## src/rtl/video_rx_pkg.sv

```systemverilog
// Shared types and constants for the video timing receiver.
package video_rx_pkg;

  localparam int CNT_W = 12;
  localparam logic [CNT_W-1:0] CNT_MAX = '1;

  typedef enum logic [1:0] {
    SEARCH  = 2'd0,
    MEASURE = 2'd1,
    LOCKED  = 2'd2
  } rx_state_t;

  function automatic logic [CNT_W-1:0] sat_inc(input logic [CNT_W-1:0] x);
    return (x == CNT_MAX) ? x : x + CNT_W'(1);
  endfunction

endpackage

```

## src/rtl/sync_edge_det.sv

```systemverilog
// Polarity-normalises one sync/enable input and flags its leading edge on pixel-enabled samples.
module sync_edge_det (
  input  logic clk,
  input  logic rst_n,
  input  logic ce,
  input  logic sig,
  input  logic pol,
  output logic lead
);

  logic level;
  logic prev;

  assign level = sig ^ pol;

  always_ff @(posedge clk or negedge rst_n) begin
    if (!rst_n) begin
      prev <= 1'b0;
    end else if (ce) begin
      prev <= level;
    end
  end

  assign lead = ce & level & ~prev;

endmodule

```

## src/rtl/video_timing_rx.sv

```systemverilog
// Measures line/frame geometry of an hs/vs/de stream and reports lock.
// Define VIDEO_RX_POLARITY_DETECT_EN to learn sync polarity from the levels seen at de rise.
module video_timing_rx
  import video_rx_pkg::*;
(
  input  logic             clk_sys,
  input  logic             reset_n,
  input  logic             ce_pix,
  input  logic             hs,
  input  logic             vs,
  input  logic             de,
  output logic [CNT_W-1:0] h_total,
  output logic [CNT_W-1:0] h_active,
  output logic [CNT_W-1:0] v_total,
  output logic [CNT_W-1:0] v_active,
  output logic             hs_pol,
  output logic             vs_pol,
  output logic             locked,
  output logic             frame_strobe
);

  rx_state_t        state, state_next;
  logic [CNT_W-1:0] h_cnt, de_cnt, v_cnt, va_cnt;
  logic [CNT_W-1:0] line_h, line_de;
  logic [CNT_W-1:0] frame_h, frame_ha, frame_v, frame_va;
  logic             hs_lead, vs_lead, de_lead;
  logic             have_prev, video_seen, pol_chg, ovf, match, load;

  sync_edge_det u_hs (.clk(clk_sys), .rst_n(reset_n), .ce(ce_pix), .sig(hs), .pol(hs_pol), .lead(hs_lead));
  sync_edge_det u_vs (.clk(clk_sys), .rst_n(reset_n), .ce(ce_pix), .sig(vs), .pol(vs_pol), .lead(vs_lead));
  sync_edge_det u_de (.clk(clk_sys), .rst_n(reset_n), .ce(ce_pix), .sig(de), .pol(1'b0), .lead(de_lead));

  // SEARCH is only left once active video has been seen, so polarity is settled.
  always_ff @(posedge clk_sys or negedge reset_n) begin
    if (!reset_n) begin
      video_seen <= 1'b0;
    end else if (de_lead) begin
      video_seen <= 1'b1;
    end
  end

`ifdef VIDEO_RX_POLARITY_DETECT_EN
  always_ff @(posedge clk_sys or negedge reset_n) begin
    if (!reset_n) begin
      hs_pol <= 1'b0;
      vs_pol <= 1'b0;
    end else if (de_lead) begin
      hs_pol <= hs;
      vs_pol <= vs;
    end
  end
  assign pol_chg = de_lead & ((hs != hs_pol) | (vs != vs_pol));
`else
  assign hs_pol  = 1'b0;
  assign vs_pol  = 1'b0;
  assign pol_chg = 1'b0;
`endif

  assign ovf = (h_cnt == CNT_MAX) | (de_cnt == CNT_MAX) | (v_cnt == CNT_MAX) | (va_cnt == CNT_MAX);

  // A line ending on the same sample as the frame belongs to the frame being closed.
  always_comb begin
    frame_h  = line_h;
    frame_ha = line_de;
    frame_v  = v_cnt;
    frame_va = va_cnt;
    if (hs_lead) begin
      frame_h  = h_cnt;
      frame_ha = de_cnt;
      frame_v  = sat_inc(v_cnt);
      frame_va = (de_cnt != '0) ? sat_inc(va_cnt) : va_cnt;
    end
  end

  assign match = have_prev && (frame_h == h_total) && (frame_v == v_total);
  assign load  = vs_lead && !ovf && (state != SEARCH);

  always_ff @(posedge clk_sys or negedge reset_n) begin
    if (!reset_n) begin
      h_cnt   <= '0;
      de_cnt  <= '0;
      v_cnt   <= '0;
      va_cnt  <= '0;
      line_h  <= '0;
      line_de <= '0;
    end else if (ce_pix) begin
      if (hs_lead) begin
        line_h  <= h_cnt;
        line_de <= de_cnt;
        h_cnt   <= CNT_W'(1);
        de_cnt  <= {{(CNT_W-1){1'b0}}, de};
      end else begin
        h_cnt <= sat_inc(h_cnt);
        if (de) begin
          de_cnt <= sat_inc(de_cnt);
        end
      end
      if (vs_lead) begin
        v_cnt  <= '0;
        va_cnt <= '0;
      end else if (hs_lead) begin
        v_cnt  <= frame_v;
        va_cnt <= frame_va;
      end
    end
  end

  always_ff @(posedge clk_sys or negedge reset_n) begin
    if (!reset_n) begin
      state <= SEARCH;
    end else begin
      state <= state_next;
    end
  end

  always_comb begin
    state_next = state;
    if (ce_pix) begin
      case (state)
        SEARCH:  if (vs_lead && video_seen) state_next = MEASURE;
        MEASURE: if (vs_lead && match) state_next = LOCKED;
        LOCKED:  if ((vs_lead && !match) || pol_chg) state_next = MEASURE;
        default: state_next = SEARCH;
      endcase
      if (ovf) begin
        state_next = SEARCH;
      end
    end
  end

  always_ff @(posedge clk_sys or negedge reset_n) begin
    if (!reset_n) begin
      h_total      <= '0;
      h_active     <= '0;
      v_total      <= '0;
      v_active     <= '0;
      have_prev    <= 1'b0;
      frame_strobe <= 1'b0;
    end else begin
      frame_strobe <= load;
      if (ce_pix && state == SEARCH) begin
        have_prev <= 1'b0;
      end
      if (load) begin
        h_total   <= frame_h;
        h_active  <= frame_ha;
        v_total   <= frame_v;
        v_active  <= frame_va;
        have_prev <= 1'b1;
      end
    end
  end

  assign locked = (state == LOCKED);

endmodule

```

## config.mk

```make
export PLATFORM = sky130hd
export DESIGN_NAME = video_timing_rx
export DESIGN_NICKNAME = d
export VERILOG_FILES = /design/src/rtl/video_rx_pkg.sv /design/src/rtl/sync_edge_det.sv /design/src/rtl/video_timing_rx.sv
export SDC_FILE = /design/constraint.sdc
export NUM_CORES = 1
export LEC_CHECK = 0
export CAP_MARGIN = 40
export CORE_MARGIN = 10
export CORE_UTILIZATION = 50
export DETAILED_ROUTE_END_ITERATION = 12
export PLACE_DENSITY = 0.77
export SKIP_LAST_GASP = 1
export SLEW_MARGIN = 0
export SYNTH_ARGS = -nofsm -noshare
export SYNTH_HDL_FRONTEND = slang
export SYNTH_HIERARCHICAL = 1
export SYNTH_SLANG_ARGS = --single-unit
```

## constraint.sdc

```tcl
create_clock -name clk_sys -period 5.3 [get_ports clk_sys]
set_input_delay 1.325 -clock clk_sys [delete_from_list [all_inputs] [get_ports clk_sys]]
set_output_delay 1.325 -clock clk_sys [all_outputs]
set_load 0.02 [all_outputs]
```

==> metrics.txt <==
Max FO, Critical Path=48; Post-DP HPWL=11.84 mm; leakage=0.003511 uW; Clock Tree Root=clkbuf_16; Final min period=4341 ps; Die Y=137.4 microns; layout overhead on the synthesized area=18.73%; Netlist cell types=70; Power Density=442.0 nW/um^2; Num CTS Buffers=17; CP Launch Type=input port; CTS tree=built; post-synth top area cell=dfrtp_1; max incr delay on CP=600 ps; Required @ worst endpoint=5600 ps; Setup WS pre-CTS=545.8 ps; worst hold-check path type=flop to flop; fmax=230.4 MHz; initial antenna violation count=0; CTS clock-pin slew for the worst setup and hold paths=50 ps; YS warnings=6; CP startpoint=hs; dominant synthesized flop cell=dfrtp_1; placed cells=960; routed wl met2=8.519 mm; # DRC=0; drt first pass iters=5; Placer Congestion=0.9453; final non-filler cell area=8177 sq um; hold_buf cts=0; TritonCTS Sinks=128; first-pass GRT wire length=28.92 mm; Top Layer Used=met4; count of state elements after synthesis=128; GR Util All Layers=19.10%; RSZ-0062 raised after global routing=no; WL met3=888 microns; max-cap viol count=0; status=finished, final reports clean; max-slew violations=0; Clock Skews=6.483 ps; Critical Path, Cell by Cell=clkdlybuf4s50_1 > xnor2_1 > nor3b_4 > buf_4 > inv_1 > o41ai_1 > or4b_4 > nor4_4 > and2_1 > o21ai_1; CTS resizes=0; hold_ws=473.3 ps; most common cell after layout, fill and taps aside=nand2_1; Final period util=81.90%; Area after DPL=7532 sq um; drt initial violations=548; postcts setup bufs=0; Core Rows=42; clk buf depth=2; vias in the first global route=5,644; Hold Vio Cnt, Final=0; buffers plus inverters on the worst setup path=3; antenna cell count=0; critical path class=input port to flop; Synth Area per Inst=9.061 sq um; hold_sp=v_active[3]; CP Data Arrival Time=4640 ps; Setup violations, final=0; synth top area cells=dfrtp_1 47%, nand2_1 7.7%, mux2i_1 4.9%; Slew headroom=55.99%; Congestion Overflow GR=0; crit end category=flop; post-synth top area share=46.51%; layout cells sized above 1=7.607%; Final Non-Filler Cells=991; Starting Density=51.59%; CTS H-tree lvls=4; Max stage delay cell, worst path=buf_4; Post-Syn Instances=760; via count=5,728; IO Count=58; core area=13,350 sq um; EDFF count, synth=0; Crit path max-delay family=buffers and inverters; reg-to-reg startpoint=u_hs/prev; setup tns final=0 ps; Final WS setup=959.4 ps; register area share after synthesis=46.51%; DIE WIDTH=137.4 microns; largest net degree at the start of global routing=49; vias per cell=5.780; NumNets Final=814; wire length on met1=7.371 mm; Worst VDD drop=0.2076 mV; ANT nets after route=0; Worst-Skew Late Latency=430 ps; most frequent cells in the layout=142 x nand2_1, 128 x dfrtp_1, 54 x clkdlybuf4s50_1; Routed WL=17.11 mm; # port buffers=55; mapped cell area=6887 sq um; Routed WL per cell=17.26 microns; die area=18,870 sq um; asr flop ratio synth=100.0%; Slew @ Worst Pin=660.1 ps
==> kinds of logic (layout without fill, tap and decap cells) <==
| logic type | Yosys count | count (layout) | share of synthesized area, % |
|---|---|---|---|
| mux | 38 | 38 | 5.596 |
| buf+inv | 69 | 120 | 4.978 |
| flops | 128 | 128 | 46.51 |
| compound gates | 164 | 164 | 14.35 |
| simple gates | 304 | 304 | 21.11 |
| xor+xnor | 51 | 51 | 6.486 |
| other cells | 1 | 5 | 0.05445 |
| fa+ha+maj | 5 | 5 | 0.9084 |
==> Yosys cell counts, types with 3 or more instances <==
master    count
a211oi_1      6
nand2_1     142
or2_2         3
nor4_1        7
and2_1        5
o21a_1        4
nand4_1      20
mux2i_1      34
or3_1         3
nor2_1       51
xnor2_1      28
clkbuf_1     22
a22o_1        3
and3_1        6
buf_2        16
and4_1        7
nor3_1       17
nand3_1      25
xor2_1       23
ha_1          5
o21ai_0      46
inv_1        22
buf_4         3
mux2_1        3
a21oi_1      29
o21ai_1      36
a31oi_1       6
dfrtp_1     128
o22ai_1       4
nor3b_2       3
==> worst reg2reg max path, stage by stage (launching register included) <==
cell and delay (ps):
dfrtp_1 400, nor3b_4 270, buf_4 600, inv_1 370, o41ai_1 430, or4b_4 520
nor4_4 320, and2_1 180, o21ai_1 70
==> layout make-up <==
type,instances,area (sq um)
fill,1145,5171
multi-input combinational,567,3364
sequential,128,3203
timing repair buffer,66,658.1
clock buffer,21,460.4
tap,176,220.2
clock inverter,10,183.9
inverter,23,86.33
==> state kept, by name (all words and copies together), names as in the netlist <==
| name | flops |
|---|---|
| v_total | 12 |
| frame_strobe | 1 |
| u_hs/prev | 1 |
| line_h | 12 |
| video_seen | 1 |
| h_total | 12 |
| have_prev | 1 |
| v_active | 12 |
| line_de | 12 |
| u_de/prev | 1 |
| u_vs/prev | 1 |
| de_cnt | 12 |
| state | 2 |
| v_cnt | 12 |
| h_active | 12 |
| va_cnt | 12 |
| h_cnt | 12 |
==> worst paths after layout <==
kind | endpoint | slack, ps | depth (start not counted)
min in group asynchronous | v_cnt[5] | 900 | 1
worst min register to register | v_active[3] | 470 | 2
worst max-delay path | state[0] | 960 | 10
worst max register to register | state[0] | 2020 | 8
max in group asynchronous | va_cnt[9] | 3400 | 2
worst min-delay path | v_active[3] | 470 | 2
==> metal layers <==
layer,vias up,GRT usage [%]
met4,0,7.670
met1,2810,23.95
li1,2740,-
met3,26,4.079
met2,152,31.47
met5,-,0
==> through the flow <==
step,power (uW),util [%]
6_report,3614,61.26
5_1_grt,3802,61.26
4_1_cts,3631,61.26
3_5_place_dp,2343,56.43
3_3_place_gp,2307,56.11
2_1_floorplan,1962,-
==> power breakdown <==
| part | total [uW] | internal [uW] | switching [uW] |
|---|---|---|---|
| sequential | 1400 | 1160 | 241 |
| combinational | 928 | 421 | 507 |
| clock | 1280 | 855 | 429 |
| total | 3610 | 2440 | 1180 |
No activity file was read; power rests on OpenSTA's default activity.
